[src/rtl/fetch_decode_stage_reg_pkg.sv]
// ---------------------------------------------------------------------------
// riscv_pipe_pkg
//  Shared definitions for the IF->ID pipeline register:
//    INSTR_W_DEF    default instruction width
//    PC_W_DEF       default PC / PC+4 width
//    NOP_INSTR_DEF  canonical bubble instruction (addi x0,x0,0)
//    stage_state_t  occupancy state of the stage register
// ---------------------------------------------------------------------------
package riscv_pipe_pkg;

   localparam int unsigned INSTR_W_DEF   = 32;
   localparam int unsigned PC_W_DEF      = 8;
   localparam logic [31:0] NOP_INSTR_DEF = 32'h0000_0013;

   // EMPTY: nothing for decode; BUSY: main slot valid; FULL: main + skid valid
   typedef enum logic [1:0] {
      EMPTY = 2'd0,
      BUSY  = 2'd1,
      FULL  = 2'd2
   } stage_state_t;

endpackage : riscv_pipe_pkg

[src/rtl/fetch_decode_stage_reg_if.sv]
// ---------------------------------------------------------------------------
// fetch_decode_stage_reg_if
//  Valid/ready handshake bundle carrying one fetched instruction.
//    valid     producer has an entry
//    ready     consumer can take it (valid & ready = transfer)
//    instr     instruction word          (INSTR_W)
//    pc        PC of instr               (PC_W)
//    pc_plus4  PC+4 of instr             (PC_W)
//  Modports: master drives the payload, slave returns ready.
// ---------------------------------------------------------------------------
interface fetch_decode_stage_reg_if #(
   parameter int unsigned INSTR_W = 32,
   parameter int unsigned PC_W    = 8
) ();

   logic               valid;
   logic               ready;
   logic [INSTR_W-1:0] instr;
   logic [PC_W-1:0]    pc;
   logic [PC_W-1:0]    pc_plus4;

   modport master (
      output valid,
      output instr,
      output pc,
      output pc_plus4,
      input  ready
   );

   modport slave (
      input  valid,
      input  instr,
      input  pc,
      input  pc_plus4,
      output ready
   );

endinterface : fetch_decode_stage_reg_if

[src/rtl/fetch_decode_stage_reg_slot.sv]
// ---------------------------------------------------------------------------
// pipe_payload_slot
//  One {instr, pc, pc_plus4} holding register.
//    clk, rst_n     clock, asynchronous active-low reset (-> NOP/0/0)
//    flush          synchronous squash to NOP/0/0, wins over load
//    load           capture d_* on the next rising edge
//    d_*            payload to capture
//    q_*            registered payload
// ---------------------------------------------------------------------------
module pipe_payload_slot
   import riscv_pipe_pkg::*;
#(
   parameter int unsigned        INSTR_W   = INSTR_W_DEF,
   parameter int unsigned        PC_W      = PC_W_DEF,
   parameter logic [INSTR_W-1:0] NOP_INSTR = INSTR_W'(NOP_INSTR_DEF)
) (
   input  logic               clk,
   input  logic               rst_n,
   input  logic               flush,
   input  logic               load,
   input  logic [INSTR_W-1:0] d_instr,
   input  logic [PC_W-1:0]    d_pc,
   input  logic [PC_W-1:0]    d_pc_plus4,
   output logic [INSTR_W-1:0] q_instr,
   output logic [PC_W-1:0]    q_pc,
   output logic [PC_W-1:0]    q_pc_plus4
);

   // Payload register: reset/flush insert a bubble, otherwise hold unless loaded
   always_ff @(posedge clk or negedge rst_n) begin
      if (!rst_n) begin
         q_instr    <= NOP_INSTR;
         q_pc       <= '0;
         q_pc_plus4 <= '0;
      end else if (flush) begin
         q_instr    <= NOP_INSTR;
         q_pc       <= '0;
         q_pc_plus4 <= '0;
      end else if (load) begin
         q_instr    <= d_instr;
         q_pc       <= d_pc;
         q_pc_plus4 <= d_pc_plus4;
      end
   end

endmodule : pipe_payload_slot

[src/rtl/fetch_decode_stage_reg.sv]
// ---------------------------------------------------------------------------
// fetch_decode_stage_reg
//  IF->ID pipeline register with valid/ready handshake and NOP-bubble flush.
//    clk      rising-edge clock
//    rst_n    asynchronous active-low reset
//    flush    synchronous squash from the hazard unit
//    in_bus   slave side, from fetch  (in_valid/in_ready/in_instr/in_pc/in_pc_plus4)
//    out_bus  master side, to decode  (out_valid/out_ready/out_instr/out_pc/out_pc_plus4)
//  Build option SKID_BUFFER_EN:
//    defined   : main + skid slot, in_ready derived from state register only
//    undefined : single slot, in_ready = !out_valid | out_ready
// ---------------------------------------------------------------------------
module fetch_decode_stage_reg
   import riscv_pipe_pkg::*;
#(
   parameter int unsigned        INSTR_W   = INSTR_W_DEF,
   parameter int unsigned        PC_W      = PC_W_DEF,
   parameter logic [INSTR_W-1:0] NOP_INSTR = INSTR_W'(NOP_INSTR_DEF)
) (
   input  logic                     clk,
   input  logic                     rst_n,
   input  logic                     flush,
   fetch_decode_stage_reg_if.slave  in_bus,
   fetch_decode_stage_reg_if.master out_bus
);

   stage_state_t       state_q;
   stage_state_t       state_d;
   logic               out_valid;
   logic               in_ready;
   logic               accept;
   logic               consume;
   logic               load_main;
   logic               load_skid;

   logic [INSTR_W-1:0] main_d_instr;
   logic [PC_W-1:0]    main_d_pc;
   logic [PC_W-1:0]    main_d_pc_plus4;
   logic [INSTR_W-1:0] main_q_instr;
   logic [PC_W-1:0]    main_q_pc;
   logic [PC_W-1:0]    main_q_pc_plus4;

   // Handshake qualifiers
   assign out_valid = (state_q != EMPTY);
   assign accept    = in_bus.valid & in_ready;
   assign consume   = out_valid & out_bus.ready;

`ifdef SKID_BUFFER_EN
   logic [INSTR_W-1:0] skid_q_instr;
   logic [PC_W-1:0]    skid_q_pc;
   logic [PC_W-1:0]    skid_q_pc_plus4;

   // Ready is a decode of the state register only; the skid slot absorbs the
   // one entry that may arrive while decode is stalling.
   assign in_ready = rst_n & (state_q != FULL);

   // Main refills from the skid slot when draining FULL, else from fetch
   always_comb begin
      main_d_instr    = in_bus.instr;
      main_d_pc       = in_bus.pc;
      main_d_pc_plus4 = in_bus.pc_plus4;
      if (state_q == FULL) begin
         main_d_instr    = skid_q_instr;
         main_d_pc       = skid_q_pc;
         main_d_pc_plus4 = skid_q_pc_plus4;
      end
   end

   pipe_payload_slot #(
      .INSTR_W   (INSTR_W),
      .PC_W      (PC_W),
      .NOP_INSTR (NOP_INSTR)
   ) u_skid_slot (
      .clk        (clk),
      .rst_n      (rst_n),
      .flush      (flush),
      .load       (load_skid),
      .d_instr    (in_bus.instr),
      .d_pc       (in_bus.pc),
      .d_pc_plus4 (in_bus.pc_plus4),
      .q_instr    (skid_q_instr),
      .q_pc       (skid_q_pc),
      .q_pc_plus4 (skid_q_pc_plus4)
   );
`else
   // Single slot: can take a new entry whenever the current one leaves this cycle
   assign in_ready = rst_n & (~out_valid | out_bus.ready);

   always_comb begin
      main_d_instr    = in_bus.instr;
      main_d_pc       = in_bus.pc;
      main_d_pc_plus4 = in_bus.pc_plus4;
   end
`endif

   // State register
   always_ff @(posedge clk or negedge rst_n) begin
      if (!rst_n) begin
         state_q <= EMPTY;
      end else begin
         state_q <= state_d;
      end
   end

   // Next-state and slot load control; flush overrides everything
   always_comb begin
      state_d   = state_q;
      load_main = 1'b0;
      load_skid = 1'b0;
      if (flush) begin
         state_d = EMPTY;
      end else begin
         case (state_q)
            EMPTY: begin
               if (accept) begin
                  state_d   = BUSY;
                  load_main = 1'b1;
               end
            end
            BUSY: begin
               if (accept && consume) begin
                  load_main = 1'b1;
               end else if (accept) begin
`ifdef SKID_BUFFER_EN
                  state_d   = FULL;
                  load_skid = 1'b1;
`else
                  // Not reachable: without a skid slot, accept implies consume
                  state_d   = BUSY;
`endif
               end else if (consume) begin
                  state_d = EMPTY;
               end
            end
            FULL: begin
`ifdef SKID_BUFFER_EN
               if (consume) begin
                  state_d   = BUSY;
                  load_main = 1'b1;
               end
`else
               state_d = EMPTY;
`endif
            end
            default: begin
               state_d = EMPTY;
            end
         endcase
      end
   end

   pipe_payload_slot #(
      .INSTR_W   (INSTR_W),
      .PC_W      (PC_W),
      .NOP_INSTR (NOP_INSTR)
   ) u_main_slot (
      .clk        (clk),
      .rst_n      (rst_n),
      .flush      (flush),
      .load       (load_main),
      .d_instr    (main_d_instr),
      .d_pc       (main_d_pc),
      .d_pc_plus4 (main_d_pc_plus4),
      .q_instr    (main_q_instr),
      .q_pc       (main_q_pc),
      .q_pc_plus4 (main_q_pc_plus4)
   );

   // Bus outputs
   assign in_bus.ready      = in_ready;
   assign out_bus.valid     = out_valid;
   assign out_bus.instr     = main_q_instr;
   assign out_bus.pc        = main_q_pc;
   assign out_bus.pc_plus4  = main_q_pc_plus4;

endmodule : fetch_decode_stage_reg
[src/flat_wrapper.sv]
// flat-port wrapper written by rule: the top's interface ports become plain ports
module fetch_decode_stage_reg_flat import riscv_pipe_pkg::*;
#(
   parameter int unsigned        INSTR_W   = INSTR_W_DEF,
   parameter int unsigned        PC_W      = PC_W_DEF,
   parameter logic [INSTR_W-1:0] NOP_INSTR = INSTR_W'(NOP_INSTR_DEF)
)
  (clk, rst_n, flush, in_bus_valid, in_bus_instr, in_bus_pc, in_bus_pc_plus4, in_bus_ready, out_bus_valid, out_bus_instr, out_bus_pc, out_bus_pc_plus4, out_bus_ready);
  fetch_decode_stage_reg_if #(.INSTR_W(INSTR_W), .PC_W(PC_W)) in_bus_i ();
  fetch_decode_stage_reg_if #(.INSTR_W(INSTR_W), .PC_W(PC_W)) out_bus_i ();
  input  logic clk;
  input  logic rst_n;
  input  logic flush;
  input wire logic [$bits(in_bus_i.valid)-1:0] in_bus_valid;
  input wire logic [$bits(in_bus_i.instr)-1:0] in_bus_instr;
  input wire logic [$bits(in_bus_i.pc)-1:0] in_bus_pc;
  input wire logic [$bits(in_bus_i.pc_plus4)-1:0] in_bus_pc_plus4;
  output wire logic [$bits(in_bus_i.ready)-1:0] in_bus_ready;
  output wire logic [$bits(out_bus_i.valid)-1:0] out_bus_valid;
  output wire logic [$bits(out_bus_i.instr)-1:0] out_bus_instr;
  output wire logic [$bits(out_bus_i.pc)-1:0] out_bus_pc;
  output wire logic [$bits(out_bus_i.pc_plus4)-1:0] out_bus_pc_plus4;
  input wire logic [$bits(out_bus_i.ready)-1:0] out_bus_ready;
  assign in_bus_i.valid = in_bus_valid;
  assign in_bus_i.instr = in_bus_instr;
  assign in_bus_i.pc = in_bus_pc;
  assign in_bus_i.pc_plus4 = in_bus_pc_plus4;
  assign in_bus_ready = in_bus_i.ready;
  assign out_bus_valid = out_bus_i.valid;
  assign out_bus_instr = out_bus_i.instr;
  assign out_bus_pc = out_bus_i.pc;
  assign out_bus_pc_plus4 = out_bus_i.pc_plus4;
  assign out_bus_i.ready = out_bus_ready;
  fetch_decode_stage_reg #(.INSTR_W(INSTR_W), .PC_W(PC_W), .NOP_INSTR(NOP_INSTR)) u_core (.clk(clk), .rst_n(rst_n), .flush(flush), .in_bus(in_bus_i), .out_bus(out_bus_i));
endmodule
[config.mk]
export PLATFORM = sky130hd
export DESIGN_NAME = fetch_decode_stage_reg_flat
export DESIGN_NICKNAME = d
export VERILOG_FILES = /design/src/rtl/fetch_decode_stage_reg_pkg.sv /design/src/rtl/fetch_decode_stage_reg_if.sv /design/src/rtl/fetch_decode_stage_reg_slot.sv /design/src/rtl/fetch_decode_stage_reg.sv /design/src/flat_wrapper.sv
export SDC_FILE = /design/constraint.sdc
export NUM_CORES = 1
export LEC_CHECK = 0
export ABC_AREA = 1
export BUFFER_PORTS_ARGS = -buffer_cell sky130_fd_sc_hd__buf_2
export CORE_MARGIN = 2
export CORE_UTILIZATION = 25
export CTS_CLUSTER_SIZE = 8
export DETAILED_ROUTE_END_ITERATION = 16
export HOLD_SLACK_MARGIN = 0.06
export PLACE_DENSITY = 0.57
export SYNTH_ARGS = -nofsm -noshare
export SYNTH_HDL_FRONTEND = slang
export SYNTH_SLANG_ARGS = --single-unit
[constraint.sdc]
create_clock -name clk -period 3.1 [get_ports clk]
set_input_delay 0.31 -clock clk [delete_from_list [all_inputs] [get_ports clk]]
set_output_delay 0.31 -clock clk [all_outputs]
set_load 0.005 [all_outputs]
==> run summary, run 1 <==
Status = completed
Worst hold path endpoint = u_core.u_main_slot.q_instr[4]
Most numerous cell on the critical path = nand2_1
Mean Syn Cell Area = 7.47 sq um
Clock Skew = 0.00831 ns
Final Wtd Congestion = 0.718
WP data arrival = 2.40 ns
Pwr dens = 472 nW/um^2
Flops & latches, synth = 49
Leakage = 0.00192 uW
Nets@finish = 462
Worst hold slack = 0.283 ns
Core box area = 9200 sq um
Layout area overhead = 29.2%
Clock sink count = 49
Setup TNS = 0 ns
Post-synthesis sequential area ratio = 52.3%
Slew @ Worst Pin = 0.881 ns
Pre-antenna DRT Iters = 4
Total number of vias = 2,196
Dpl cell area = 2920 sq um
Core utilization of the finished layout = 33.1%
Min-Delay Startpoint = in_bus_instr[4]
Iter 0 DRT Violations = 90
Min Tclk post-route = 2.16 ns
Clk Latency, worst-skew pair = 0.30 ns
First-pass GRT wire length = 10,100 microns
Drt wl/cell = 11.5 microns
Pin count of the biggest net entering global routing = 50
Worst path cell trace = dlygate4sd3_1 -> buf_2 -> nand3_2 -> nand2_2 -> nand2_1 -> nand2_1
Hold Violations, Final = 0
Int Pwr = 1060 uW
Sequential share of power = 50.4%
CTS tree = built
Die area = 10,200 sq um
Critical path type = input port to flop
Hpwl dp = 3940 microns
Endpoint class of the critical path = flop
Max cap viols = 0
IO buf count = 102
Part of the power in combinational logic = 16.5%
Rows = 35
Startpoint types = input port
Ports = 103
Setup violations, final = 0
Crit-path max cell delay = 0.68 ns
Post-CTS sizing = 0
Initial Utilization = 25.6%
Clock slew at reported path FFs = 0.10 ns
R2R cell count = 5
Delay-heaviest family, CP = simple AND/OR/NAND/NOR gates
WL final = 5980 microns
Worst path slowest cell = nand2_2
Synth unique cells = 15
Vias/cell = 4.21
Max transition margin = 41.0%
Critical Path RT = 3.34 ns
Number of routed nets with antenna violations = 0
Gr usage total = 12.3%
Hold path depth = 4
Die width = 101 microns
Num CTS Buffers = 5
Clock Power Share = 33.0%
Design area = 3040 sq um
Switching part of the total = 26.1%
RSZ-0062 raised after global routing = false
Layout cells sized above 1 = 30.0%
CTS H-Tree Depth = 2
CP max FO = 48
Max frequency = 0.463 GHz
Fillers = 1,035
Overall die height = 101 microns
Reg2reg end = u_core.u_main_slot.q_instr[20]
Synth Net Count = 368
Final Max Slew Viols = 0
Final Cycle Share = 69.7%
WP buf/inv = 2
Cell count after synthesis = 315
Peak VDD IR = 264 uV
Worst r2r src = u_core.state_q[0]
Ys Warns = 0
Antenna violations before repair = 0
Vias in the first global route = 2,139
Synth Cell Area = 2350 sq um
HP Class = input port to flop
Flop-to-flop setup slack = 1.54 ns
CTS Root Cell = clkbuf_8
ANT cells = 0
Drt drc = 0
Switching pwr = 375 uW
Clk buf depth = 2
Gr ovfl total = 0
routing by layer:
| layer | GRT usage [%] | wire length (microns) | share of wire [%] |
|---|---|---|---|
| met1 | 15.6 | 2710 | 45 |
| met2 | 20.8 | 2870 | 48 |
| met3 | 2.77 | 338 | 5.7 |
| met4 | 3.53 | 62 | 1.0 |
| met5 | 0 | 0 | 0 |
final cells by class:
cell class,instances,area (sq um),area share [%]
inverter,48,180,5.92
clock inverter,1,30.0,0.987
tap,111,139,4.57
multi-input combinational,198,826,27.1
timing repair buffer,107,551,18.1
clock buffer,7,86.3,2.84
sequential,49,1230,40.4
cell usage in the layout (no fill, tap or decap), drive strengths merged:
| master | count |
|---|---|
| buf | 106 |
| nand2 | 100 |
| nand3 | 49 |
| inv | 48 |
| dfrtp | 46 |
| nor2 | 45 |
| clkbuf | 7 |
| or2 | 3 |
| dfstp | 3 |
| a21boi | 1 |
| bufinv | 1 |
| dlygate4sd3 | 1 |
logic make-up (layout without fill, tap and decap cells):
family / count (synthesis) / count (layout) / synth area share, %
AOI/OAI and AO/OA: 1 / 1 / 0.319
buffers and inverters: 68 / 163 / 12.7
DFF: 49 / 49 / 52.3
and+or+nand+nor: 197 / 197 / 34.8
metrics by stage:
stage,power (uW),setup slack (ns),std cells
after global routing,1530,0.601,521
after detailed placement,980,1.04,512
after floorplan,858,1.99,315
after global placement,978,1.08,512
after CTS,1470,0.831,521
final,1440,0.938,521
synthesized netlist by cell type (all sizes together):
cell type,number,area share [%]
nand2,100,16
nand3,49,11
inv,48,7.7
dfrtp,46,49
nor2,45,7.2
buf,15,4.2
clkbuf,5,0.80
dfstp,3,3.3
or2,3,0.80
a21boi,1,0.32
worst min-delay path, cell delays in order:
cell and delay, ns:
buf_2 0.07, or2_2 0.09, nand2_1 0.04, nand2_1 0.05
flip-flops by register name, summed over array words and instances (netlist names):
name,count
u_core.u_main_slot.q_instr,32
u_core.u_main_slot.q_pc,8
u_core.u_main_slot.q_pc_plus4,8
u_core.state_q,1
power groups by stage:
stage | clock network, uW | logic (uW) | registers, uW
final | 474 | 238 | 724
after global routing | 522 | 277 | 732
after CTS | 502 | 244 | 725
after detailed placement | 0 | 244 | 736
after global placement | 0 | 240 | 738
after floorplan | 0 | 118 | 740
worst max-delay path by stage:
stage | from | endpoint | slack, ns | cells past startpoint
after global routing | rst_n | u_core.u_main_slot.q_instr[18] | 0.60 | 6
after floorplan | u_core.state_q[0] | u_core.u_main_slot.q_pc_plus4[1] | 1.99 | 6
after global placement | rst_n | u_core.u_main_slot.q_instr[30] | 1.08 | 5
final | rst_n | u_core.u_main_slot.q_instr[20] | 0.94 | 6
after detailed placement | rst_n | u_core.u_main_slot.q_instr[10] | 1.04 | 5
after CTS | rst_n | u_core.u_main_slot.q_instr[10] | 0.83 | 6
repair_timing:
action / in CTS / in global routing
hold buffers: 1 / 0
buffers inserted: 0 / 0
endpoints found under the hold margin: 24 / 0
Note: power is estimated with default switching activity, not from simulation.
==> inputs of run 2 (changes only) <==
- PLACE_DENSITY: 0.57 -> 0.58
- clock period: 3.1 -> 1.8 ns (I/O delays scaled with it)
==> run 2 against run 1 <==
Compared with the run above: combinational power up 79%; sequential power rose by 73%; critical path depth fell by 2; cell area increased by 1.4%; flip-flop and latch count is the same; final cell count is 0.96% higher; clock skew increased by 0.0077 ns; hold slack worse by 0.12 ns; routed wire length increased by 4.5%; largest cell class unchanged; highest routed layer unchanged.
==> run summary, run 2 (synthesis results as in run 1) <==
Commonest non-fill, non-tap cells in the layout = buf_2 (102), nand2_1 (98), nand3_1 (48), inv_1 (47), dfrtp_1 (46)
Clk Latency, worst-skew pair = 0.30 ns
Startpoint types = input port
Min Tclk post-route = 1.32 ns
CTS tree = built
Total power = 2450 uW
Met3 Track Usage GR = 3.88%
Most numerous cell on the critical path = buf_2
Drt wl/cell = 11.9 microns
Nets@finish = 467
First-pass GRT wire length = 10,400 microns
GRT busiest layer = met2
Clk buf depth = 2
Final Cycle Share = 73.1%
Vias in the first global route = 2,187
Top flop regs = u_core.u_main_slot.q_instr: 32 flops, u_core.u_main_slot.q_pc: 8 flops, u_core.u_main_slot.q_pc_plus4: 8 flops
Most common cell after layout, fill and taps aside = buf_2
Setup violations, final = 0
Slew @ Worst Pin = 0.432 ns
Post-CTS sizing = 0
RSZ-0062 raised after global routing = false
Final Max Slew Viols = 0
Initial Utilization = 25.6%
Num CTS Buffers = 5
Critical Path RT = 1.62 ns
Hpwl dp = 4300 microns
Pre-antenna DRT Iters = 4
HP Class = input port to flop
Max reg flops = 32
Number of routed nets with antenna violations = 0
Leakage = 0.00195 uW
Pwr dens = 795 nW/um^2
Setup bufs post-CTS = 0
Drt drc = 0
Endpoint class of the critical path = output port
Max frequency = 0.760 GHz
Clock slew at reported path FFs = 0.09 ns
Antenna violations before repair = 0
Die width = 101 microns
Status = completed
CP max FO = 4
Clock sink count = 49
IO buf count = 102
Gr usage total = 12.9%
Crit-path max cell delay = 0.52 ns
Setup TNS = 0 ns
WL final = 6240 microns
Met1 Use GR = 16.3%
CTS Root Cell = clkbuf_8
Gr ovfl total = 0
Max transition margin = 71.2%
Hold Violations, Final = 0
CTS H-Tree Depth = 2
Max cap viols = 0
Layout area overhead = 31.0%
Pin count of the biggest net entering global routing = 29
WP data arrival = 1.14 ns
ANT cells = 0
Core box area = 9200 sq um
Die area = 10,200 sq um
Vias/cell = 4.22
Worst path slowest cell = dlygate4sd3_1
Total number of vias = 2,222
Overall die height = 101 microns
Biggest register = u_core.u_main_slot.q_instr
Final Wtd Congestion = 0.723
Peak VDD IR = 343 uV
Iter 0 DRT Violations = 75
Routing usage on met2 = 21.5%
Layout cells sized above 1 = 30.8%
Rows = 35
Worst path cell trace = dlygate4sd3_1 -> buf_2 -> a21boi_0 -> buf_2
Critical path type = input port to output port
Clock Skew = 0.0160 ns
Ports = 103
## run 2: cell types whose count changed in the layout (fill, tap and decap cells not counted)
| cell | previous run | this run |
|---|---|---|
| buf_12 | 0 | 1 |
| clkinv_2 | 0 | 1 |
| buf_4 | 4 | 8 |
| clkbuf_8 | 6 | 5 |
## run 2: area by class of cell
class,count,area (sq um)
fillers,1024,6110
well taps,111,139
repair buffers,112,601
clock buffers,6,72.6
multi-input cells,198,826
inverters,48,180
clock inverters,2,35.0
flip-flops and latches,49,1230
## run 2: repair_timing
item                                    in CTS  in global routing
endpoints found under the hold margin       46                  0
endpoints found under the setup margin       0                  0
hold buffers                                 1                  0
## run 2: stage by stage
| stage | util, % | hold slack, ns | cell area [sq um] | worst slack, ns | cells |
|---|---|---|---|---|---|
| after floorplan | - | -0.116 | 2350 | 0.691 | 315 |
| after global placement | 32.2 | 0.254 | 2970 | 0.553 | 517 |
| after detailed placement | 32.2 | 0.251 | 2970 | 0.512 | 517 |
| after CTS | 33.5 | 0.150 | 3080 | 0.458 | 526 |
| after global routing | 33.5 | 0.153 | 3080 | 0.367 | 526 |
| final | 33.5 | 0.159 | 3080 | 0.485 | 526 |
## run 2: path summary, 6_finish.rpt
| check | start | end | slack, ns | cells after the start |
|---|---|---|---|---|
| worst max-delay path | rst_n | in_bus_ready | 0.48 | 4 |
| worst min-delay path | in_bus_instr[4] | u_core.u_main_slot.q_instr[4] | 0.16 | 4 |
| worst max register to register | u_core.state_q[0] | u_core.u_main_slot.q_pc[6] | 0.57 | 6 |
| worst min register to register | u_core.u_main_slot.q_instr[4] | u_core.u_main_slot.q_instr[4] | 0.49 | 2 |
| max in group asynchronous | rst_n | u_core.u_main_slot.q_instr[1] | 1.03 | 3 |
| min in group asynchronous | rst_n | u_core.u_main_slot.q_instr[18] | 0.45 | 3 |
## run 2: metal layers
layer,vias to the layer above,wire length (microns)
li1,1126,-
met1,1027,2910
met2,67,2920
met3,2,383
met4,0,29
met5,-,0
## run 2: where the power goes
group	leakage (uW)	internal (uW)	switching, uW
Clock	0.0000552	413	363
Combinational	0.00127	188	238
Sequential	0.000629	1200	51.6
Total	0.00195	1800	653
## run 2: worst max-delay path, delay by kind of cell
family,cells,cell delay (ns)
AOI/OAI and AO/OA,1,0.17
buffers and inverters,3,0.79
==> inputs of run 3 (changes only) <==
- clock period: 1.8 -> 1.1 ns (I/O delays scaled with it)
==> run 3 against run 2 <==
Compared with the run above: the run now ends with setup timing left; register-to-register slack lost 0.65 ns; combinational power grew to 2.6 times the previous value; utilization grew 9.7 points; clock skew shrank 0.013 ns; critical path type is now flop to flop; critical endpoint is now u_core.u_main_slot.q_pc[7]; largest power group unchanged.
==> run summary, run 3 (synthesis results as in run 1) <==
Vias in the first global route = 2,255
Pin count of the biggest net entering global routing = 28
Max reg flops = 32
Min Tclk post-route = 1.18 ns
CTS H-Tree Depth = 2
Iter 0 DRT Violations = 51
Clock Skew = 0.00308 ns
Core box area = 9200 sq um
Antenna violations before repair = 0
DRT met1 WL = 3330 microns
Pwr dens = 1070 nW/um^2
Ports = 103
Vias/cell = 4.39
Final Max Slew Viols = 0
Endpoint class of the critical path = flop
Hpwl dp = 4460 microns
CTS tree = built
Clock slew at reported path FFs = 0.09 ns
Setup TNS = -2.69 ns
Most common cell after layout, fill and taps aside = buf_2
Slew @ Worst Pin = 0.331 ns
Min-Delay Startpoint = in_bus_instr[20]
Number of routed nets with antenna violations = 0
IO buf count = 102
Worst path cell trace = nand2_2 -> nand3_4 -> nand2_4 -> buf_12 -> buf_12 -> nand2_4 -> nand2_2
Top layer in use = met4
Final Cycle Share = 107%
Max cap viols = 0
Crit-path max cell delay = 0.42 ns
Flop-to-flop setup slack = -0.08 ns
Met2 WL = 3870 microns
WP buf/inv = 2
Core utilization of the finished layout = 43.2%
Critical path type = flop to flop
Critical Path RT = 1.34 ns
First-pass GRT wire length = 11,200 microns
WL final = 7580 microns
WP data arrival = 1.42 ns
Area occupied by multi-input gates = 1310 sq um
Num CTS Buffers = 5
Clk buf depth = 2
Drt wl/cell = 13.9 microns
Rows = 35
CP max FO = 7
Die width = 101 microns
Setup slack after layout = -0.0779 ns
Overall die height = 101 microns
Failing checks = setup timing
Reg area = 1230 sq um
Gr usage total = 14.1%
CTS Root Cell = clkbuf_8
Drt drc = 0
Die area = 10,200 sq um
Max transition margin = 77.9%
Peak VDD IR = 469 uV
Clock sink count = 49
Commonest non-fill, non-tap cells in the layout = buf_2 (102), inv_1 (46), dfrtp_1 (46), nor2_1 (45), nand2_1 (43)
RSZ-0062 raised after global routing = true
Layout area overhead = 68.8%
Worst path slowest cell = dfrtp_1
ANT cells = 0
Leakage = 0.00230 uW
Startpoint types = flop
Top flop regs = u_core.u_main_slot.q_instr: 32 flops, u_core.u_main_slot.q_pc: 8 flops, u_core.u_main_slot.q_pc_plus4: 8 flops
Initial Utilization = 25.6%
Hold Violations, Final = 0
Gr ovfl total = 0
Delay-heaviest family, CP = simple AND/OR/NAND/NOR gates
Biggest register = u_core.u_main_slot.q_instr
Final Wtd Congestion = 0.761
Pre-antenna DRT Iters = 4
Status = finished, violations left
Max frequency = 0.849 GHz
Fillers = 938
Worst setup startpoint = u_core.state_q[0]
Layout cells sized above 1 = 55.8%
Clk Latency, worst-skew pair = 0.30 ns
HP Class = input port to flop
Wire length on met3 = 321 microns
Setup violations, final = 50
Worst r2r src = u_core.state_q[0]
Nets@finish = 486
Total number of vias = 2,390
## run 3: path summary, 6_finish.rpt
path	end	cells past startpoint
max	u_core.u_main_slot.q_pc[7]	7
min	u_core.u_main_slot.q_instr[20]	5
max reg2reg	u_core.u_main_slot.q_pc[7]	7
min reg2reg	u_core.u_main_slot.q_instr[4]	2
max in group asynchronous	u_core.u_main_slot.q_instr[4]	3
min in group asynchronous	u_core.u_main_slot.q_pc_plus4[2]	3
## run 3: area by class of cell
cell class	instances	area share, %
multi-input combinational	198	32.8
sequential	49	31.0
timing repair buffer	131	26.1
inverter	48	4.53
tap	111	3.49
clock buffer	6	1.83
clock inverter	2	0.252
## run 3: tightest hold or removal path: stages
cell	delay [ns]
buf_2	0.09
inv_1	0.04
nor2_1	0.04
nand2_2	0.05
nand2_1	0.04
## run 3: repair_timing
action | CTS | global route
pin swaps | 9 | 30
buffers inserted | 3 | 1
endpoints found under the hold margin | 46 | 0
gates resized for setup | 32 | 101
gates cloned | 6 | 4
hold buffers | 1 | 0
endpoints found under the setup margin | 49 | 51
## run 3: per-stage QoR
step                hold slack, ns  area (sq um)  power, uW  setup slack (ns)  cells
finish                      0.0982          3970       4230           -0.0779    545
global route                0.0748          3970       4530            -0.151    545
CTS                         0.0749          3470       4090           -0.0873    540
detailed placement           0.203          3050       2830           -0.0575    522
global placement             0.208          3050       2820           0.00691    522
floorplan                   -0.186          2360       2420           0.00895    315
## run 3: where the power goes
group          total (uW)  internal [uW]  switching [uW]
Combinational        1120            554             561
Sequential           2070           1960             113
Clock                1040            443             602
Total                4230           2960            1280
## run 3: layer usage
metal | global-route usage, % | vias up
met5 | 0 | -
met4 | 3.33 | 0
met3 | 2.84 | 6
met2 | 23.6 | 69
met1 | 18.7 | 1136
li1 | - | 1179
